### src/rtl/pwm_multi_channel.sv
// Multi-channel PWM: shared edge/center-aligned period counter, per-channel compare and polarity,
// with double-buffered configuration that goes live only at a period boundary.
module pwm_multi_channel #(
  parameter int WIDTH    = 16,
  parameter int CHANNELS = 4
) (
  input  logic                      clk,
  input  logic                      rst,
  input  logic                      en_i,
  input  logic                      wr_en_i,
  input  logic                      wr_mode_i,
  input  logic [WIDTH-1:0]          wr_period_i,
  input  logic [CHANNELS*WIDTH-1:0] wr_duty_i,
  input  logic [CHANNELS-1:0]       wr_pol_i,
  output logic [CHANNELS-1:0]       pwm_out_o,
  output logic [WIDTH-1:0]          cnt_o,
  output logic                      period_end_o,
  output logic                      upd_pend_o
);

  localparam logic [WIDTH-1:0] ZERO = '0;
  localparam logic [WIDTH-1:0] ONE  = WIDTH'(1);

  logic [WIDTH-1:0]          cnt_q, cnt_d;
  logic                      dir_down_q, dir_down_d;
  logic                      sh_mode_q;
  logic [WIDTH-1:0]          sh_period_q;
  logic [CHANNELS*WIDTH-1:0] sh_duty_q;
  logic [CHANNELS-1:0]       sh_pol_q;
  logic                      lv_mode_q;
  logic [WIDTH-1:0]          lv_period_q;
  logic [CHANNELS*WIDTH-1:0] lv_duty_q;
  logic [CHANNELS-1:0]       lv_pol_q;
  logic                      upd_pend_q, upd_pend_d;
  logic [CHANNELS-1:0]       pwm_q, pwm_d;
  logic                      period_end_q;

  logic             boundary;
  logic             xfer;
  logic [WIDTH-1:0] next_period;

  // Center mode only closes a period on the way down, so the 0 at start-up is not a boundary.
  assign boundary = en_i & (lv_mode_q ? ((cnt_q == ZERO) & (dir_down_q | (lv_period_q == ZERO)))
                                      : (cnt_q == lv_period_q));
  assign xfer        = (boundary | ~en_i) & upd_pend_q;
  assign next_period = upd_pend_q ? sh_period_q : lv_period_q;

  always_comb begin
    cnt_d      = cnt_q;
    dir_down_d = dir_down_q;
    if (!en_i) begin
      cnt_d      = ZERO;
      dir_down_d = 1'b0;
    end else if (boundary) begin
      // Center boundary sits at 0, which already belongs to the new period: step on to 1.
      dir_down_d = 1'b0;
      cnt_d      = (lv_mode_q && next_period != ZERO) ? ONE : ZERO;
    end else if (!lv_mode_q) begin
      cnt_d = cnt_q + ONE;
    end else if (!dir_down_q) begin
      if (cnt_q == lv_period_q) begin
        cnt_d      = cnt_q - ONE;
        dir_down_d = 1'b1;
      end else begin
        cnt_d = cnt_q + ONE;
      end
    end else begin
      cnt_d = cnt_q - ONE;
    end
  end

  always_comb begin
    upd_pend_d = upd_pend_q;
    if (wr_en_i) begin
      upd_pend_d = 1'b1;
    end else if (boundary || !en_i) begin
      upd_pend_d = 1'b0;
    end
  end

  genvar gi;
  generate
    for (gi = 0; gi < CHANNELS; gi++) begin : g_cmp
      logic raw;
      assign raw       = cnt_q < lv_duty_q[gi*WIDTH +: WIDTH];
      assign pwm_d[gi] = en_i ? (raw ^ lv_pol_q[gi]) : lv_pol_q[gi];
    end
  endgenerate

  always_ff @(posedge clk or posedge rst) begin
    if (rst) begin
      cnt_q        <= '0;
      dir_down_q   <= 1'b0;
      sh_mode_q    <= 1'b0;
      sh_period_q  <= '0;
      sh_duty_q    <= '0;
      sh_pol_q     <= '0;
      lv_mode_q    <= 1'b0;
      lv_period_q  <= '0;
      lv_duty_q    <= '0;
      lv_pol_q     <= '0;
      upd_pend_q   <= 1'b0;
      pwm_q        <= '0;
      period_end_q <= 1'b0;
    end else begin
      cnt_q        <= cnt_d;
      dir_down_q   <= dir_down_d;
      upd_pend_q   <= upd_pend_d;
      pwm_q        <= pwm_d;
      period_end_q <= boundary;
      if (wr_en_i) begin
        sh_mode_q   <= wr_mode_i;
        sh_period_q <= wr_period_i;
        sh_duty_q   <= wr_duty_i;
        sh_pol_q    <= wr_pol_i;
      end
      // Transfer reads the pre-write shadow when a write coincides with the boundary.
      if (xfer) begin
        lv_mode_q   <= sh_mode_q;
        lv_period_q <= sh_period_q;
        lv_duty_q   <= sh_duty_q;
        lv_pol_q    <= sh_pol_q;
      end
    end
  end

  assign pwm_out_o    = pwm_q;
  assign cnt_o        = cnt_q;
  assign period_end_o = period_end_q;
  assign upd_pend_o   = upd_pend_q;

endmodule

### config.mk
export PLATFORM = sky130hd
export DESIGN_NAME = pwm_multi_channel
export DESIGN_NICKNAME = d
export VERILOG_FILES = /design/src/rtl/pwm_multi_channel.sv
export SDC_FILE = /design/constraint.sdc
export NUM_CORES = 1
export LEC_CHECK = 0
export CAP_MARGIN = 20
export CORE_MARGIN = 2
export CORE_UTILIZATION = 25
export CTS_CLUSTER_DIAMETER = 120
export DETAILED_ROUTE_END_ITERATION = 7
export PLACE_DENSITY = 0.44
export SYNTH_ARGS = -nofsm -noshare
export SYNTH_HDL_FRONTEND = slang
export SYNTH_SLANG_ARGS = --single-unit
### constraint.sdc
create_clock -name clk -period 5.95 [get_ports clk]
set_clock_uncertainty 0.05 [all_clocks]
set_input_delay 0.595 -clock clk [delete_from_list [all_inputs] [get_ports clk]]
set_output_delay 0.595 -clock clk [all_outputs]
set_load 0.05 [all_outputs]
==> key figures, run 1 <==
Run status
  • Status: finished, final reports clean

Die
  • Rows: 72
  • Io pins: 111
  • Core Area: 0.0385 mm^2
  • Die Width: 201 um
  • Die ar.: 0.0404 mm^2
  • Chip height: 201 um
  • Initial core utilization: 25.2%

Detailed routing
  • DRC viols: 0
  • Drt total wl: 24.4 mm
  • Drt first pass iters: 4
  • Routed vias/inst: 4.32
  • Antenna Nets Post-Route: 0
  • Avg WL per Cell: 17.5 um
  • Routed via count: 6040
  • Starting DRT DRC Count: 280

Power
  • Clk pwr share: 34.1%
  • Switching share of power: 28.3%
  • Lkg Pwr: 5.35 nW
  • NetSw: 0.000968 W
  • Peak supply drop: 0.000152 V
  • Int Pwr: 0.00245 W
  • Sequential share of power: 47.9%
  • Pwr per Cell Area: 287 mW/mm^2
  • Comb power frac: 18.1%

Synth
  • Cell accounting for the most synthesized area: dfrtp_1
  • Synthesized area: 0.00970 mm^2
  • Synth top area share: 49.8%
  • Synthesized area per cell: 12.7 um^2
  • Post-Syn Instances: 764
  • Sequential-to-total area share from yosys stat: 49.8%
  • Synth unique cells: 43
  • Yosys warning total: 0
  • Synth top area cells: dfrtp_1, mux2_2, ha_1
  • Flop and latch count out of synthesis: 193
  • Post-synth EDFFs: 0
  • Ys flop type: dfrtp_1
  • Async set or reset register ratio after synthesis: 100%
  • Net Count, Synth: 916

Final layout
  • Antenna diodes: 0
  • Most frequent cells in the layout: dfrtp_1, mux2_2, clkdlybuf4s50_1, inv_1, ha_1
  • NumNets Final: 1019
  • Final core utilization: 30.9%
  • Area grow syn2layout: 22.7%
  • Most common cell after layout, fill and taps aside: dfrtp_1
  • Fill cells: 3950
  • Share of cells above drive strength 1: 24.3%

STA
  • RSZ-0062 raised after global routing: no
  • Setup TNS: 0 ps
  • Slew margin rel.: 45.3%
  • Final worst-path cycle share: 63.9%
  • Worst-Margin Slew: 820 ps
  • Final WS setup: 2150 ps
  • Fin. Hold Viols: 0
  • Final min period: 3800 ps
  • Pins Over Slew Limit: 0
  • Finish-stage setup viols: 0
  • Fmax: 263 MHz

Min path
  • Worst hold path type: register to register
  • Worst Hold Depth: 1

Global routing
  • Initial antenna violation count: 0
  • Largest net degree at the start of global routing: 109
  • Total GRT Usage: 12.6%
  • Number of global-route vias before repair: 6447
  • First-pass GRT wire length: 38.7 mm
  • Grt total ovfl: 0

Placement
  • HPWL Detailed: 17.4 mm
  • GPL Wtd Cong: 0.763
  • Pre-CTS WS: 2090 ps
  • Buffers on Ports: 110

Setup path
  • Crit-path max FO: 48
  • Critical path data required time: 6230 ps
  • Critical path type: register to register
  • WP data arrival: 4090 ps
  • Worst Setup End Kind: register
  • Critical Path Source Type: register
  • Reg2Reg Depth: 7

Clock tree
  • Cts hold-fix bufs: 0
  • Clock sinks: 193
  • Setup Buffers After CTS: 0
  • Post-CTS Resized: 0
  • Worst-path clk slew: 70 ps
  • CTS tree: done
  • H-tree level count: 4
  • Clk buf depth: 2
  • Clk_lat worst skew: 450 ps
  • Cts bufs inserted: 17
  • Root buffer cell: clkbuf_16

Job
  • Max Cap Viol: 0
## routing by layer
metal	global-route usage, %	up-vias	routed length (um)	part of all wire [%]
met5	0	-	0	0
met4	3.89	0	335	1.4
met3	2.74	19	817	3.3
met2	20.0	87	11400	47
met1	17.1	2979	11900	49
li1	-	2955	-	-
## power groups by stage
stage	logic (W)	clock network (W)	registers (W)
3_5_place_dp	0.000631	0	0.00167
4_1_cts	0.000634	0.00122	0.00164
5_1_grt	0.000689	0.00126	0.00166
3_3_place_gp	0.000622	0	0.00166
2_1_floorplan	0.000433	0	0.00163
6_report	0.000617	0.00116	0.00164
## cell families (layout without fill, tap and decap cells)
family	Yosys count	after routing	synth area share [%]
flops	193	193	49.8
mux	170	170	21.7
simple gates	124	124	7.37
buf+inv	98	214	4.39
compound gates	95	95	6.72
fa+ha+maj	63	63	8.13
xor+xnor	21	21	1.90
## worst max-delay path, cell delays in order (launching register included)
cell,delay [ps]
dfrtp_1,620
or4_4,610
or4_4,560
nor3_4,200
a211o_4,270
nand2_4,380
buf_4,500
mux2_4,400
## sequential cells by signal, indices dropped and copies added, names as in the netlist
name          flops
cnt_o            16
dir_down_q        1
lv_duty_q        64
lv_mode_q         1
lv_period_q      16
lv_pol_q          4
period_end_o      1
pwm_out_o         4
sh_duty_q        64
sh_mode_q         1
sh_period_q      16
sh_pol_q          4
upd_pend_o        1
## final timing paths
| check | from | to | slack, ps |
|---|---|---|---|
| max reg2reg | cnt_o[4]$_DFF_PP0_ | lv_duty_q[56]$_DFFE_PP0P_ | 2150 |
| max in group asynchronous | rst | cnt_o[7]$_DFF_PP0_ | 4080 |
| min in group asynchronous | rst | sh_pol_q[3]$_DFFE_PP0P_ | 650 |
| min | lv_pol_q[0]$_DFFE_PP0P_ | pwm_out_o[0]$_DFF_PP0_ | 400 |
| max | cnt_o[4]$_DFF_PP0_ | lv_duty_q[56]$_DFFE_PP0P_ | 2150 |
| min reg2reg | lv_pol_q[0]$_DFFE_PP0P_ | pwm_out_o[0]$_DFF_PP0_ | 400 |
## stage by stage
stage / hold WS, ps / total power [W] / cells / area, um^2
2_1_floorplan: 386 / 0.00207 / 764 / 9700
3_3_place_gp: 398 / 0.00229 / 1366 / 11300
3_5_place_dp: 399 / 0.00230 / 1366 / 11300
4_1_cts: 406 / 0.00349 / 1398 / 11900
5_1_grt: 421 / 0.00362 / 1398 / 11900
6_report: 400 / 0.00342 / 1398 / 11900
## layout make-up
cell class | instances | area [um^2] | share of cell area (%)
Timing Repair Buffer | 115 | 1140 | 9.55
Multi-Input combinational cell | 473 | 4450 | 37.4
Tap cell | 518 | 648 | 5.45
Clock buffer | 20 | 457 | 3.84
Inverter | 67 | 259 | 2.18
Clock inverter | 12 | 119 | 0.999
Sequential cell | 193 | 4830 | 40.6
## synth_stat cells (2+ instances only)
master     number
ha_1           63
nor3_1         31
or4_4           2
nand2_1        11
mux2_2        120
nand4_1        19
a41oi_1         2
o21a_1         10
a21oi_1        25
buf_1           5
o211ai_1        5
a2111oi_0       7
and2_1          2
nor4b_1         2
a21o_1         19
and3_1          3
dfrtp_1       193
a211oi_1       10
nor3b_1         4
xnor2_1        17
xor2_1          4
nor2b_1         4
o21ai_0        12
buf_6           7
inv_1          67
nand2b_1        9
nor4_1         13
buf_2           4
nor2_1          7
mux2_4         50
nand3_1         9
or3_1           3
clkbuf_1       15
Note: power is estimated with default switching activity, not from simulation.
==> run 2: changes to the inputs <==
PLACE_DENSITY = 0.43   (was 0.44)
clock period = 3.8 ns   (was 5.95 ns; I/O delays follow)
==> run 2 against run 1 <==
  * Clock power up 72%
  * Sequential power is 55% higher
  * First-iteration DRC count rose by 23%
  * Register-to-register slack worse by 1700 ps
  * Largest cell class unchanged
==> key figures, run 2 (synthesis results as in run 1) <==
STA
  • Worst-Margin Slew: 786 ps (-34.1 ps)
  • Final min period: 3330 ps (-477 ps)
  • Finish-stage setup viols: 0 (unchanged)
  • Final worst-path cycle share: 87.5% (+24 points)
  • Fin. Hold Viols: 0 (unchanged)
  • RSZ-0062 raised after global routing: no
  • Setup TNS: 0 ps (unchanged)
  • Pins Over Slew Limit: 0 (unchanged)
  • Fmax: 301 MHz (+14%)
  • Slew margin rel.: 46.3% (+0.92 points)

Detailed routing
  • Routed vias/inst: 4.37 (+1.2%)
  • Antenna Nets Post-Route: 0 (unchanged)
  • Drt total wl: 24.8 mm (+1.7%)
  • Drt first pass iters: 5 (+1)
  • Starting DRT DRC Count: 344 (+23%)
  • DRC viols: 0 (unchanged)
  • Avg WL per Cell: 17.5 um (+0.36%)
  • Routed via count: 6191 (+2.5%)

Setup path
  • Critical Path Source Type: register
  • Reg2Reg Depth: 7 (unchanged)
  • WP data arrival: 3600 ps (-490 ps)
  • R2R Path End: lv_duty_q[20]$_DFFE_PP0P_
  • Worst Setup End Kind: register
  • Critical R2R Launch: cnt_o[6]$_DFF_PP0_
  • Critical path data required time: 4080 ps (-2150 ps)
  • Crit-path max FO: 34 (-29%)
  • R2R Setup Slk: 470 ps (-1670 ps)
  • Critical path type: register to register

Die
  • Initial core utilization: 25.2% (unchanged)
  • Die ar.: 0.0404 mm^2 (unchanged)
  • Io pins: 111 (unchanged)
  • Rows: 72 (unchanged)
  • Chip height: 201 um (unchanged)
  • Core Area: 0.0385 mm^2 (unchanged)
  • Die Width: 201 um (unchanged)

Final layout
  • Most common cell after layout, fill and taps aside: dfrtp_1
  • Area grow syn2layout: 25.1%
  • Antenna diodes: 0 (unchanged)
  • Share of cells above drive strength 1: 25.9% (+1.6 points)
  • Most frequent cells in the layout: dfrtp_1, mux2_2, clkdlybuf4s50_1, inv_1, ha_1
  • Fill cells: 3932 (-0.46%)
  • Top flop regs: lv_duty_q: 64 flops, sh_duty_q: 64 flops
  • NumNets Final: 1037 (+1.8%)

Clock tree
  • H-tree level count: 4 (unchanged)
  • Cts hold-fix bufs: 0 (unchanged)
  • Clk_lat worst skew: 450 ps (about the same)
  • Post-CTS Resized: 0 (unchanged)
  • Worst-path clk slew: 80 ps (about the same)
  • Cts bufs inserted: 17 (unchanged)
  • Setup Buffers After CTS: 0 (unchanged)
  • CTS tree: done
  • Clk buf depth: 2 (unchanged)
  • Clock sinks: 193 (unchanged)
  • Root buffer cell: clkbuf_16

Min path
  • Worst hold path type: input pin to asynchronous set/reset pin

Global routing
  • Grt total ovfl: 0 (unchanged)
  • Initial antenna violation count: 0 (unchanged)
  • Total GRT Usage: 12.8% (+0.24 points)
  • Number of global-route vias before repair: 6563 (+1.8%)
  • First-pass GRT wire length: 39.4 mm (+1.7%)
  • Largest net degree at the start of global routing: 87 (-20%)

Placement
  • HPWL Detailed: 17.6 mm (+0.80%)
  • Buffers on Ports: 110 (unchanged)
  • GPL Wtd Cong: 0.806 (+5.7%)

Power
  • Pwr per Cell Area: 456 mW/mm^2 (+59%)
  • Lkg Pwr: 5.48 nW (+2.5%)
  • Peak supply drop: 0.000311 V (+100%)
  • Total power: 0.00553 W (+62%)

Job
  • Max Cap Viol: 0 (unchanged)

Run status
  • Status: finished, final reports clean
[run 2: metal layers]
layer,track usage (%),part of all wire [%],vias to the layer above
met5,0,0,-
met1,17.4,48,3059
met3,2.74,3.6,26
met2,20.6,47,112
met4,3.97,1.5,0
li1,-,-,2994
[run 2: report_power, final]
part | switching (W) | leakage [nW] | total [W] | internal, W
Clock | 0.000895 | 0.312 | 0.00199 | 0.00110
Sequential | 0.000212 | 2.30 | 0.00255 | 0.00234
Combinational | 0.000427 | 2.87 | 0.000979 | 0.000552
[run 2: worst max-delay path by stage]
stage	start	slack, ps	end	cells after the start
floorplan	cnt_o[4]$_DFF_PP0_	710	lv_duty_q[11]$_DFFE_PP0P_	9
global route	cnt_o[6]$_DFF_PP0_	320	lv_duty_q[20]$_DFFE_PP0P_	7
CTS	cnt_o[6]$_DFF_PP0_	460	lv_duty_q[20]$_DFFE_PP0P_	7
finish	cnt_o[6]$_DFF_PP0_	470	lv_duty_q[20]$_DFFE_PP0P_	7
global placement	cnt_o[6]$_DFF_PP0_	550	lv_duty_q[20]$_DFFE_PP0P_	7
detailed placement	cnt_o[6]$_DFF_PP0_	480	lv_duty_q[20]$_DFFE_PP0P_	7
[run 2: area by class of cell]
type / instances / area [um^2] / area share, %
flip-flops and latches: 193 / 4830 / 39.8
inverters: 67 / 255 / 2.10
clock inverters: 13 / 189 / 1.56
clock buffers: 19 / 453 / 3.73
repair buffers: 133 / 1310 / 10.8
well taps: 518 / 648 / 5.34
multi-input cells: 473 / 4450 / 36.7
[run 2: worst max-delay path, cell delays in order (launching register included)]
cell     delay, ps
dfrtp_1        610
or4_4          540
or4_4          560
nor3_4         200
a211o_4        280
nand2_4        210
buf_4          360
mux2_4         360
[run 2: metrics by stage]
step / area (um^2) / utilization (%) / setup WS, ps / hold slack, ps / instances
floorplan: 9700 / - / 708 / 386 / 764
global placement: 11500 / 29.9 / 549 / 404 / 1384
detailed placement: 11500 / 29.9 / 482 / 399 / 1384
CTS: 12100 / 31.5 / 458 / 368 / 1416
global route: 12100 / 31.5 / 316 / 404 / 1416
finish: 12100 / 31.5 / 474 / 358 / 1416
